<file path="src/rtl/rr_arbiter_5_onehot_if.sv">
// Request/grant bundle between five requesters and the round-robin arbiter.
// The release pulse is carried as 'rel' because 'release' is a reserved word in SystemVerilog.
interface rr_arbiter_5_onehot_if;
    logic [4:0] req;
    logic       rel;
    logic [4:0] gnt;
    logic       gnt_valid;
    logic       timeout;

    modport master (output req, rel, input gnt, gnt_valid, timeout);
    modport slave  (input req, rel, output gnt, gnt_valid, timeout);
endinterface

</file>
<file path="src/rtl/rr_arbiter_5_onehot.sv">
// Five-requester round-robin arbiter with grant lock and registered one-hot grant.
// Optional hold-time limit with forced release is enabled by defining ARB_TIMEOUT_EN.
module rr_arbiter_5_onehot #(
    parameter int HOLD_MAX = 15,
    parameter int CNT_W    = 4
) (
    input  logic                  clk,
    input  logic                  rst_n,
    rr_arbiter_5_onehot_if.slave  bus
);

    typedef enum logic {IDLE, GRANT} state_t;

    state_t     state, state_n;
    logic [4:0] gnt_q, gnt_n;
    logic [2:0] ptr, ptr_n;
    logic       timeout_q, timeout_n;
    logic [4:0] cand;
    logic [3:0] idx;
    logic       found;
    logic [2:0] win;
    logic       owner_done;
    logic       force_end;

    if (2**CNT_W <= HOLD_MAX) begin : g_cnt_check
        $error("CNT_W too narrow for HOLD_MAX");
    end

`ifdef ARB_TIMEOUT_EN
    logic [CNT_W-1:0] cnt;

    assign force_end = (state == GRANT) && (cnt == CNT_W'(HOLD_MAX));

    // Counter restarts on every freshly loaded grant; owners always differ back-to-back.
    always_ff @(posedge clk or negedge rst_n) begin
        if (!rst_n)
            cnt <= '0;
        else if (state_n == GRANT && gnt_n != gnt_q)
            cnt <= '0;
        else if (state == GRANT)
            cnt <= cnt + 1'b1;
    end
`else
    assign force_end = 1'b0;
`endif

    assign owner_done = bus.rel | ~(|(bus.req & gnt_q));

    // The current owner never competes on the edge its grant ends.
    always_comb begin
        cand  = (state == GRANT) ? (bus.req & ~gnt_q) : bus.req;
        found = 1'b0;
        win   = ptr;
        idx   = 4'd0;
        for (int i = 0; i < 5; i++) begin
            idx = {1'b0, ptr} + 4'(i);
            if (idx >= 4'd5)
                idx = idx - 4'd5;
            if (!found && cand[idx[2:0]]) begin
                found = 1'b1;
                win   = idx[2:0];
            end
        end
    end

    always_comb begin
        state_n   = state;
        gnt_n     = gnt_q;
        ptr_n     = ptr;
        timeout_n = 1'b0;
        case (state)
            IDLE: begin
                if (found) begin
                    state_n = GRANT;
                    gnt_n   = 5'd1 << win;
                    ptr_n   = (win == 3'd4) ? 3'd0 : win + 3'd1;
                end
            end
            GRANT: begin
                if (owner_done || force_end) begin
                    timeout_n = force_end & ~owner_done;
                    if (found) begin
                        gnt_n = 5'd1 << win;
                        ptr_n = (win == 3'd4) ? 3'd0 : win + 3'd1;
                    end else begin
                        gnt_n   = 5'd0;
                        state_n = IDLE;
                    end
                end
            end
            default: state_n = IDLE;
        endcase
    end

    always_ff @(posedge clk or negedge rst_n) begin
        if (!rst_n) begin
            state     <= IDLE;
            gnt_q     <= 5'd0;
            ptr       <= 3'd0;
            timeout_q <= 1'b0;
        end else begin
            state     <= state_n;
            gnt_q     <= gnt_n;
            ptr       <= ptr_n;
            timeout_q <= timeout_n;
        end
    end

    assign bus.gnt       = gnt_q;
    assign bus.gnt_valid = |gnt_q;
    assign bus.timeout   = timeout_q;

endmodule

</file>
<file path="src/flat_wrapper.sv">
// flat-port wrapper written by rule: the top's interface ports become plain ports
module rr_arbiter_5_onehot_flat 
#(
    parameter int HOLD_MAX = 15,
    parameter int CNT_W    = 4
)
  (clk, rst_n, bus_req, bus_rel, bus_gnt, bus_gnt_valid, bus_timeout);
  rr_arbiter_5_onehot_if bus_i ();
  input  logic clk;
  input  logic rst_n;
  input wire logic [$bits(bus_i.req)-1:0] bus_req;
  input wire logic [$bits(bus_i.rel)-1:0] bus_rel;
  output wire logic [$bits(bus_i.gnt)-1:0] bus_gnt;
  output wire logic [$bits(bus_i.gnt_valid)-1:0] bus_gnt_valid;
  output wire logic [$bits(bus_i.timeout)-1:0] bus_timeout;
  assign bus_i.req = bus_req;
  assign bus_i.rel = bus_rel;
  assign bus_gnt = bus_i.gnt;
  assign bus_gnt_valid = bus_i.gnt_valid;
  assign bus_timeout = bus_i.timeout;
  rr_arbiter_5_onehot #(.HOLD_MAX(HOLD_MAX), .CNT_W(CNT_W)) u_core (.clk(clk), .rst_n(rst_n), .bus(bus_i));
endmodule
</file>
<file path="config.mk">
export PLATFORM = sky130hd
export DESIGN_NAME = rr_arbiter_5_onehot_flat
export DESIGN_NICKNAME = d
export VERILOG_FILES = /design/src/rtl/rr_arbiter_5_onehot_if.sv /design/src/rtl/rr_arbiter_5_onehot.sv /design/src/flat_wrapper.sv
export SDC_FILE = /design/constraint.sdc
export NUM_CORES = 1
export LEC_CHECK = 0
export BUFFER_PORTS_ARGS = -buffer_cell sky130_fd_sc_hd__buf_2
export CAP_MARGIN = 20
export CORE_MARGIN = 5
export CORE_UTILIZATION = 48
export CTS_CLUSTER_DIAMETER = 50
export DETAILED_ROUTE_END_ITERATION = 8
export PLACE_DENSITY = 0.67
export REMOVE_ABC_BUFFERS = 1
export SLEW_MARGIN = 30
export SYNTH_ARGS = -nofsm -noshare
export SYNTH_HDL_FRONTEND = slang
export SYNTH_SLANG_ARGS = --single-unit
</file>
<file path="constraint.sdc">
create_clock -name clk -period 9.29 [get_ports clk]
set_clock_uncertainty 0.15 [all_clocks]
set_input_delay 1.858 -clock clk [delete_from_list [all_inputs] [get_ports clk]]
set_output_delay 1.858 -clock clk [all_outputs]
set_load 0.02 [all_outputs]
</file>
# Word-level counts from Yosys, hierarchy flattened
# Cells that the tools add are included.
# Widths: inputs -> output; s select.
# totals
regBits	9
inputBits	8
word_cells	81
# classes
addsub	10
n_lt_le_gt_ge	10
n_eq_ne	3
shift	1
muxes	37
bitwise_logic	6
reduce_logical	11
# op_table
op	n
$mux 3	13
$lt 3x4->1 const B	5
$mux 5	4
$ge 4x3->1 const B	4
$bmux 1 s3	5
$sub 3x3->3 const B	5
$mux 1	12
$and 5x5->5	2
$pmux 5 s2	1
$reduce_or 5->1	2
$add 3x2->4 const B	2
$pmux 3 s2	1
$not 5->5	1
$shl 1x3->5 const A	1
$add 3x1->4 const B	1
$add 3x3->4 const B	1
$logic_and 1x1->1	4
$logic_not 1->1	4
$add 3x1->3 const B	1
$eq 3x3->1 const B	1
$ge 3x3->1 const B	1
$ne 2x1->1 const B	1
$ne 2x2->1 const B	1
$not 1->1	2
other kinds (3)	3

# Depth between registers and ports, before layout
# depth
depth_word	23
mapped_depth	17
ltp_nobuf	15

# Worst setup path after synthesis
# No wires, ideal clock.
# synth_path
path_kind	input-to-reg
startpoint	input port bus_req[0]
endpoint	register u_core.ptr[2]
arrival_ns	4.552
t_required_ns	9.019
path_slack_ns	4.468
stages	12
path_cell_list	a21boi_1 -> mux4_2 -> a32o_1 -> or3_1 -> nor3_4 -> nand2_2 -> or4_1 -> o21ai_2 -> nor2_1 -> ha_1 -> nor2_1 -> a22o_1
# synth_via
elab_chain_len	22
# synth_rtl
element	line_no	text
start: declaration	flat_wrapper.sv:11	input wire logic [$bits(bus_i.req)-1:0] bus_req;
$and 5x5->5	rr_arbiter_5_onehot.sv:51	cand = (state == GRANT) ? (bus.req & ~gnt_q) : bus.req;
$mux 5	rr_arbiter_5_onehot.sv:51	
$bmux 1 s3	rr_arbiter_5_onehot.sv:59	if (!found && cand[idx[2:0]]) begin
$mux 1 (implied by the code)	rr_arbiter_5_onehot.sv:59	
$mux 1	rr_arbiter_5_onehot.sv:59	
$logic_not 1->1	rr_arbiter_5_onehot.sv:59	
$logic_and 1x1->1	rr_arbiter_5_onehot.sv:59	
$mux 1	rr_arbiter_5_onehot.sv:59	
(+6 left out)	--	
$logic_not 1->1	rr_arbiter_5_onehot.sv:59	
$logic_and 1x1->1	rr_arbiter_5_onehot.sv:59	
$mux 3	rr_arbiter_5_onehot.sv:59	
$add 3x1->3 / $eq 3x3->1 (equally long branches)	rr_arbiter_5_onehot.sv:76, rr_arbiter_5_onehot.sv:84	
$mux 3	rr_arbiter_5_onehot.sv:76, rr_arbiter_5_onehot.sv:84	
$mux 3	rr_arbiter_5_onehot.sv:73, rr_arbiter_5_onehot.sv:82	
$mux 3	rr_arbiter_5_onehot.sv:80	if (owner_done || force_end) begin
$pmux 3 s2	rr_arbiter_5_onehot.sv:71	case (state)
end signal: assignment	rr_arbiter_5_onehot.sv:104	ptr <= ptr_n;
end: declaration	rr_arbiter_5_onehot.sv:16	logic [2:0] ptr, ptr_n;
# Several ways; a longest one is shown, not always the timed one. The select of a mux whose other input is x is not followed.
# A chain may end at the register's enable or synchronous reset.

# Worst setup path after layout
# Ends and elaborated chain as after synthesis.

==> qor.csv <==
stage,metric,value,unit
timing,tns,0,ns
cells_and_area,final_nets,260,
die,die_h,69.0,um
setup_path,arrival,4.92,ns
clock_tree,tritoncts,done,
cells_and_area,synthToLayoutAreaGrowth,5.84,%
detailed_routing,ant_nets,0,
detailed_routing,drc,0,
placed_design,place_congestion,0.961,
logic_synthesis,netlist_instances,235,
logic_synthesis,yosys_warnings,0,
detailed_routing,wirelength,4580,um
setup_path,crit_end,u_core.ptr[2],
clock_tree,cts-root-buf,clkbuf_4,
timing,slew_headroom,50.0,%
grt,grt_pass1_wl,7590,um
timing,slew_viol_final,0,
clock_tree,post_cts_buffers,0,
worst_hold_path,min_path_cells,1,
cells_and_area,drive_gt1_share,12.4,%
logic_synthesis,synth_ff_type,dfrtp_1,
status,outcome,finished clean,
detailed_routing,firstDrtPassIters,4,
detailed_routing,wl_per_cell,16.0,um
die,core_region_area,3360,um^2
timing,rsz0062_at_grt,false,
placed_design,port_buffers,13,
clock_tree,cts_buffers,3,
grt,grt_pass1_vias,1601,
setup_path,r2r_slack,4.61,ns
timing,tightest_slew,0.749,ns
setup_path,endpoint_kind,flip-flop,
cells_and_area,diodes,0,
timing,clock.fmax,203,MHz
logic_synthesis,syn-cell-area,1670,um^2
detailed_routing,via_per_inst,6.28,
cells_and_area,final_common_cell,nand2_1,
clock_tree,clock_latency,0.26,ns
die,die_area,4760,um^2
setup_path,start_kind,primary input,
logic_synthesis,syn_avg_cell_area,7.11,um^2
worst_hold_path,hp-class,reg2reg,
detailed_routing,drt_iter0_drc,273,
logic_synthesis,synth_edf_count,0,
setup_path,startpoint,bus_req[0],
cells_and_area,fill_cells,361,
timing,setup_viol_count_final,0,
cells_and_area,layout_common_cells,"nand2_1 (29), nor2_1 (19), nor3_1 (13), buf_2 (13), a21oi_1 (12)",
die,row_count,21,
logic_synthesis,yosysSeqAreaShare,13.5,%
setup_path,crit_required,9.29,ns
logic_synthesis,yosysUniqueCellTypes,67,
clock_tree,cts_max_path_buffers,2,
placed_design,dp_hpwl,3610,um
flow_run,maxCapViolCount,0,
clock_tree,hold_buffers,0,
timing,fin_crit_sh,53.0,%
grt,grt_max_degree,26,
setup_path,cp_max_fo,7,
cells_and_area,multi_input_area,1340,um^2
grt,grt_overflow,0,
die,initial_core_util,49.7,%
grt,antenna_found_initial,0,
setup_path,rr_worst_depth,14,
setup_path,r2r-end,u_core.ptr[2],
cells_and_area,seq_area,225,um^2
die,fp.dieW,69.0,um
detailed_routing,vias,1801,
timing,hold_violations,0,
setup_path,r2r-start,u_core.ptr[1],
die,boundaryPins,15,
setup_path,crit_type,in2reg,
clock_tree,clk_pin_slew,0.06,ns
clock_tree,cts.sinks,9,
clock_tree,cts_resized,0,
clock_tree,cts_max_level,1,
logic_synthesis,async_flop_share,100,%
logic_synthesis,synth-seq-cells,9,
timing,period_needed,4.92,ns
grt,grt_usage,20.8,%
## flip-flops by register name (all words and copies together), names as in the netlist
name,count
u_core.state,1
u_core.ptr,3
u_core.bus.gnt,5
## metal layers
metal  track usage (%)  up-vias  wire length (um)
met5                 0        -                 0
met4              7.30        0                70
met3             0.972        8               292
met2              33.2       65              2130
met1              29.5      825              2090
li1                  -      903                 -
## stage by stage
| step | cells | setup WS (ns) | utilization (%) | hold slack [ns] | instance area [um^2] |
|---|---|---|---|---|---|
| 2_1_floorplan | 223 | 4.46 | - | 0.515 | 1610 |
| 3_3_place_gp | 283 | 4.21 | 51.7 | 0.457 | 1740 |
| 3_5_place_dp | 283 | 4.10 | 51.7 | 0.464 | 1740 |
| 4_1_cts | 287 | 4.38 | 52.5 | 0.480 | 1770 |
| 5_1_grt | 287 | 4.22 | 52.6 | 0.508 | 1770 |
| 6_report | 287 | 4.37 | 52.6 | 0.473 | 1770 |
## cells in the mapped netlist, types with 3 or more instances
| library cell | n | area, um^2 |
|---|---|---|
| nor2b_1 | 3 | 18.8 |
| a21o_1 | 9 | 67.6 |
| o22ai_1 | 3 | 18.8 |
| nand2_1 | 29 | 109 |
| buf_2 | 3 | 15.0 |
| o21ai_1 | 5 | 25.0 |
| a31oi_1 | 3 | 18.8 |
| nor3_1 | 13 | 65.1 |
| nor2_1 | 19 | 71.3 |
| nand2b_1 | 3 | 18.8 |
| dfrtp_1 | 9 | 225 |
| a21boi_1 | 4 | 30.0 |
| o21ai_0 | 11 | 55.1 |
| a21oi_1 | 12 | 60.1 |
| a211oi_1 | 6 | 45.0 |
| nor4_1 | 6 | 37.5 |
| inv_1 | 11 | 41.3 |
| clkbuf_1 | 7 | 26.3 |
| ha_1 | 9 | 113 |
| nand3_1 | 10 | 50.1 |
## worst min-delay path by stage
stage | from | end | slack (ns)
after floorplan | u_core.bus.gnt[3] | u_core.bus.gnt[3] | 0.52
after global placement | u_core.bus.gnt[2] | u_core.bus.gnt[2] | 0.46
after detailed placement | u_core.bus.gnt[2] | u_core.bus.gnt[2] | 0.46
after CTS | u_core.bus.gnt[2] | u_core.bus.gnt[2] | 0.48
after global routing | u_core.bus.gnt[2] | u_core.bus.gnt[2] | 0.51
final | u_core.bus.gnt[2] | u_core.bus.gnt[2] | 0.47
## cell type report
type,count,share of cell area [%]
Timing Repair Buffer,14,4.10
Tap cell,46,3.26
Inverter,12,2.55
Sequential cell,9,12.7
Clock buffer,4,1.49
Multi-Input combinational cell,202,75.9
## cells by family after synthesis
family	count (synthesis)	synth area share (%)
compound gates	85	36.6
xor+xnor	4	2.10
fa+ha+maj	10	7.94
buf+inv	24	6.29
flops	9	13.5
mux	5	4.57
other cells	1	0.225
simple gates	97	28.8
## worst max-delay path, stage by stage
cell and delay (ns):
buf_2 0.11, a21boi_1 0.17, mux4_2 0.51, a32o_1 0.30, or3_1 0.40, nor3_4 0.21, nand2_2 0.15, or4_1 0.46
o21ai_2 0.13, nor2_1 0.08, ha_1 0.28, nor2_1 0.05, a22o_1 0.20
Power is not shown: default switching activity piles up to over one toggle a cycle in this logic, so the estimate is an artifact.
